`config.mk`:
```
export PLATFORM = sky130hd
export DESIGN_NAME = fp_iter_seq_ctrl
export DESIGN_NICKNAME = d
export VERILOG_FILES = /design/src/rtl/fp_iter_seq_ctrl.sv
export SDC_FILE = /design/constraint.sdc
export NUM_CORES = 1
export LEC_CHECK = 0
export ABC_CLOCK_PERIOD_IN_PS = 4120
export CAP_MARGIN = 10
export CORE_MARGIN = 2
export CORE_UTILIZATION = 28
export DETAILED_ROUTE_END_ITERATION = 16
export GPL_ROUTABILITY_DRIVEN = 0
export PLACE_DENSITY = 0.6
export SYNTH_ARGS = -nofsm -noshare
export SYNTH_HDL_FRONTEND = slang
export SYNTH_SLANG_ARGS = --single-unit
export TNS_END_PERCENT = 50
```
`constraint.sdc`:
```
create_clock -name clk -period 4.12 [get_ports clk]
set_clock_uncertainty 0.2 [all_clocks]
set_input_delay 0.618 -clock clk [delete_from_list [all_inputs] [get_ports clk]]
set_output_delay 0.618 -clock clk [all_outputs]
set_load 0.02 [all_outputs]
```
`src/rtl/fp_iter_seq_ctrl.sv`:
```
// Sequencing controller for the iterative single-precision add/sub datapath.
// Walks one operand pair through ALIGN/ADD/NORM/ROUND (or EXC) and hands the result off.
module fp_iter_seq_ctrl #(
   parameter int SHIFT_STEP = 4,
   parameter int SHIFT_SAT  = 26,
   parameter int NORM_MAX   = 8
) (
   input  logic       clk,
   input  logic       rst_n,
   input  logic       in_valid,
   output logic       in_ready,
   input  logic       exp_a_ge_b,
   input  logic [9:0] shift_det,
   input  logic [4:0] input_exc,
   input  logic       op_in,
   input  logic       norm_done,
   input  logic       out_ready,
   output logic       out_valid,
   output logic       pre_ld,
   output logic       swap,
   output logic       align_en,
   output logic [4:0] align_amt,
   output logic       add_en,
   output logic       sub_sel,
   output logic       norm_en,
   output logic       round_en,
   output logic       exc_sel,
   output logic       busy
);

   localparam int NCW = $clog2(NORM_MAX + 1);
   localparam logic [4:0]     STEP5 = 5'(SHIFT_STEP);
   localparam logic [4:0]     SAT5  = 5'(SHIFT_SAT);
   localparam logic [NCW-1:0] NMAX  = NCW'(NORM_MAX);

   typedef enum logic [2:0] {
      S_IDLE,
      S_ALIGN,
      S_ADD,
      S_NORM,
      S_ROUND,
      S_EXC,
      S_DONE
   } state_t;

   state_t         state_q, state_d;
   logic           swap_q, swap_d;
   logic           sub_q, sub_d;
   logic           exc_q, exc_d;
   logic [4:0]     rem_q, rem_d;
   logic [NCW-1:0] ncnt_q, ncnt_d;

   logic [4:0] shift_sel;
   logic [4:0] shift_sat;
   logic [4:0] step_amt;

   // Only the summary "any exception" bit steers sequencing; the rest feed the datapath mux.
   logic unused_exc_bits;
   assign unused_exc_bits = ^input_exc[3:0];

   always_comb begin
      shift_sel = exp_a_ge_b ? shift_det[4:0] : shift_det[9:5];
      shift_sat = (shift_sel > SAT5) ? SAT5 : shift_sel;
      step_amt  = (rem_q > STEP5) ? STEP5 : rem_q;
   end

   always_ff @(posedge clk or negedge rst_n) begin
      if (!rst_n) begin
         state_q <= S_IDLE;
         swap_q  <= 1'b0;
         sub_q   <= 1'b0;
         exc_q   <= 1'b0;
         rem_q   <= '0;
         ncnt_q  <= '0;
      end else begin
         state_q <= state_d;
         swap_q  <= swap_d;
         sub_q   <= sub_d;
         exc_q   <= exc_d;
         rem_q   <= rem_d;
         ncnt_q  <= ncnt_d;
      end
   end

   always_comb begin
      state_d   = state_q;
      swap_d    = swap_q;
      sub_d     = sub_q;
      exc_d     = exc_q;
      rem_d     = rem_q;
      ncnt_d    = ncnt_q;
      in_ready  = 1'b0;
      out_valid = 1'b0;
      pre_ld    = 1'b0;
      align_en  = 1'b0;
      align_amt = 5'd0;
      add_en    = 1'b0;
      norm_en   = 1'b0;
      round_en  = 1'b0;
      exc_sel   = 1'b0;
      case (state_q)
         S_IDLE: begin
            in_ready = 1'b1;
            if (in_valid) begin
               pre_ld = 1'b1;
               swap_d = ~exp_a_ge_b;
               sub_d  = op_in;
               exc_d  = input_exc[4];
               rem_d  = shift_sat;
               ncnt_d = '0;
               if (input_exc[4]) begin
                  state_d = S_EXC;
               end else if (shift_sat != 5'd0) begin
                  state_d = S_ALIGN;
               end else begin
                  state_d = S_ADD;
               end
            end
         end
         S_ALIGN: begin
            align_en  = 1'b1;
            align_amt = step_amt;
            rem_d     = rem_q - step_amt;
            if (rem_d == 5'd0) begin
               state_d = S_ADD;
            end
         end
         S_ADD: begin
            add_en  = 1'b1;
            state_d = S_NORM;
         end
         S_NORM: begin
            // An already-normalized mantissa costs no shift; otherwise step until the timeout.
            if (norm_done) begin
               state_d = S_ROUND;
            end else begin
               norm_en = 1'b1;
               ncnt_d  = ncnt_q + NCW'(1);
               if (ncnt_d == NMAX) begin
                  state_d = S_ROUND;
               end
            end
         end
         S_ROUND: begin
            round_en = 1'b1;
            state_d  = S_DONE;
         end
         S_EXC: begin
            exc_sel = 1'b1;
            state_d = S_DONE;
         end
         S_DONE: begin
            out_valid = 1'b1;
            exc_sel   = exc_q;
            if (out_ready) begin
               state_d = S_IDLE;
            end
         end
         default: begin
            state_d = S_IDLE;
         end
      endcase
   end

   assign swap    = swap_q;
   assign sub_sel = sub_q;
   assign busy    = (state_q != S_IDLE);

endmodule

```
==> results.py <==
metrics = {
    "outcome": {
        "run_status": "completed",
    },
    "finish": {
        "fin_util": 0.386,
        "num-nets-final": 194,
        "layout_commonest_cell": "clkdlybuf4s50_1",
        "growth_of_design_area_from_synthesis_to_finish_pct": 32.6,
        "final.fill_count": 422,
        "multi_input_area_um2": 726,
        "top_library_cells_by_usage_in_the_layout_fill_and_taps_aside": "clkdlybuf4s50_1 (31), nand2_1 (20), dfrtp_1 (15), o21ai_0 (9), nor2_1 (8)",
        "drive_gt1_frac": 0.113,
        "num_antenna_cells": 0,
        "regArea_um2": 375,
    },
    "global_routing": {
        "track_usage": 0.132,
        "grt_start_max_net_pins": 16,
        "first_global_vias": 1057,
        "global_route.overflow_total": 0,
        "antenna_found_initial": 0,
        "grt_first_pass_wirelength_um": 4790,
    },
    "floorplanning": {
        "die_width_um": 68.7,
        "top_level_pins": 38,
        "fp.coreArea_mm2": 0.00403,
        "initial_core_util": 0.291,
        "fp.dieH_um": 68.7,
        "placementRows": 23,
        "die_outline_area_mm2": 0.00472,
    },
    "critical_path": {
        "ff2ff_setup_slack_ns": 1.89,
        "worst-setup-path-type": "register to output port",
        "start_kind": "register",
        "cpPeakStageDelay_ns": 0.60,
        "crit_slowest_cell": "clkdlybuf4s50_1",
        "worst-r2r-cell-count": 8,
        "required_ns": 3.30,
        "path_cells": "nor2_1 > nand2_2 > inv_2 > and3_1 > clkdlybuf4s50_1",
        "reg2reg_from": "rem_q[3]",
        "crit_path_end_kind": "output port",
        "worst-path-buf-inv": 2,
        "cp_max_fo": 12,
        "critical_path.reg2reg.endpoint": "state_q[0]",
        "cp_top_family": "buffers and inverters",
        "data_arrival_critical_path_ns": 2.09,
    },
    "synth": {
        "synthCells": 137,
        "ys_dominant_reg_cell": "dfrtp_1",
        "yosys_warnings": 0,
        "ys_ff_latch": 15,
        "synth-edff-count": 0,
        "synth_async_sr_flop_share": 1.00,
        "yosysUniqueCellTypes": 51,
        "fraction_of_the_yosys_area_taken_by_sequential_cells": 0.320,
        "synth.cell_area_mm2": 0.00117,
        "postSynthAreaPerCell_um2": 8.56,
    },
    "clocking": {
        "tritoncts": "built",
        "cts_buffers": 3,
        "clock_path_buffers": 2,
        "cts_hold_buffers": 0,
        "htreeDepth": 1,
        "clk-insertion-delay-late_ns": 0.24,
        "cts-resized-gates": 0,
        "cts_sinks": 15,
        "clock_root_cell": "clkbuf_8",
        "clkTransAtPathRegs_ns": 0.06,
        "cts.repair_timing.setup_buffer_count": 0,
    },
    "timing": {
        "finalHoldViolations": 0,
        "final_min_period_over_clock_period": 0.706,
        "finalMaxSlewViolations": 0,
        "post_route_setup_tns_ns": 0,
        "grt_setup_unrepaired": "false",
        "worst_pin_slew_ns": 0.680,
        "max_slew_margin": 0.545,
        "achievable-frequency_ghz": 0.344,
        "final.min_clock_period_ns": 2.91,
        "report.final.setup_viol": 0,
    },
    "placement": {
        "place.port_buffers": 31,
        "dp_hpwl_um": 2270,
    },
    "route": {
        "vias": 1101,
        "detail_route.iter0.violations": 40,
        "routed_wire_length_per_instance_um": 13.3,
        "detail_route.vias_per_cell": 5.05,
        "remaining_drc_errors": 0,
        "firstDrtPassIters": 4,
        "ant_nets": 0,
        "postRouteWirelength_um": 2910,
    },
    "flow_run": {
        "drv.max_cap_violation_count": 0,
    },
    "power": {
        "powerDensity_mw_per_mm2": 634,
        "worst_ir_drop_vdd_mv": 0.224,
        "leakage_uw": 0.000673,
    },
    "worst_hold_path": {
        "worst_hold_path.endpoint": "exc_q",
        "holdCritPathClass": "register to register",
        "worst_hold_path_cell_count": 2,
        "worst_hold_startpoint": "exc_q",
    },
}
==> cell families (layout without fill, tap and decap cells) <==
| group | after synthesis | after routing | share of synthesized area |
|---|---|---|---|
| other | 2 | 4 | 0.00641 |
| muxes | 6 | 6 | 0.0534 |
| AOI/OAI and AO/OA | 42 | 42 | 0.249 |
| buffers and inverters | 14 | 43 | 0.0672 |
| DFF | 15 | 15 | 0.320 |
| adders and majority gates | 3 | 3 | 0.0320 |
| and+or+nand+nor | 54 | 54 | 0.265 |
| xor gates and xnor gates | 1 | 1 | 0.00747 |
==> stage by stage <==
stage	std cells	worst slack [ns]	area [µm²]	hold slack [ns]	power, µW
after floorplan	139	2.05	1180	0.122	692
after global placement	214	1.22	1510	0.273	851
after detailed placement	214	1.25	1510	0.271	865
after CTS	218	1.20	1550	0.292	990
after global routing	218	1.02	1550	0.311	1070
final	218	1.21	1550	0.287	985
==> cell type report <==
| cell class | instances | share of cell area |
|---|---|---|
| Inverter | 8 | 0.0225 |
| Timing Repair Buffer | 31 | 0.200 |
| Tap cell | 50 | 0.0403 |
| Multi-Input combinational cell | 110 | 0.467 |
| Sequential cell | 15 | 0.242 |
| Clock buffer | 4 | 0.0290 |
==> cells in the mapped netlist, types with 3 or more instances <==
library cell,n,area (µm²)
nor2_1,8,30.0
inv_1,5,18.8
ha_1,3,37.5
nand3_1,3,15.0
dfrtp_1,15,375
o21ai_1,4,20.0
a21oi_1,7,35.0
a31oi_1,3,18.8
buf_4,3,22.5
nand2_1,20,75.1
mux2i_1,4,40.0
o21ai_0,9,45.0
==> state kept, by name, indices dropped and copies added (netlist names) <==
name / cells
exc_q: 1
ncnt_q: 4
rem_q: 5
state_q: 3
sub_sel: 1
swap: 1
==> power breakdown <==
| group | total [µW] | switching, µW | internal (µW) | leakage [µW] |
|---|---|---|---|---|
| clock | 122 | 53.1 | 68.4 | 0.0000228 |
| sequential | 322 | 111 | 211 | 0.000190 |
| combinational | 541 | 285 | 256 | 0.000459 |
==> worst register-to-register path, delay by kind of cell (launching register included) <==
family          cells  cell delay (ns)
fa+ha+maj           1             0.26
simple gates        3             0.65
compound gates      4             0.59
flops               1             0.44
==> metal layers <==
| layer | global-route usage | vias to the layer above | routed length, µm |
|---|---|---|---|
| met3 | 0.0162 | 2 | 92 |
| met4 | 0.0319 | 0 | 17 |
| met2 | 0.224 | 28 | 1460 |
| li1 | - | 556 | - |
| met1 | 0.178 | 515 | 1340 |
| met5 | 0 | - | 0 |
==> worst max path at each step <==
stage | from | cells after the start | to
6_report | state_q[1] | 5 | align_amt[1]
5_1_grt | state_q[1] | 5 | align_amt[0]
4_1_cts | state_q[1] | 5 | align_amt[1]
3_5_place_dp | in_valid | 4 | pre_ld
3_3_place_gp | in_valid | 4 | pre_ld
2_1_floorplan | state_q[2] | 5 | align_amt[0]
Note: power is estimated with default switching activity, not from simulation.
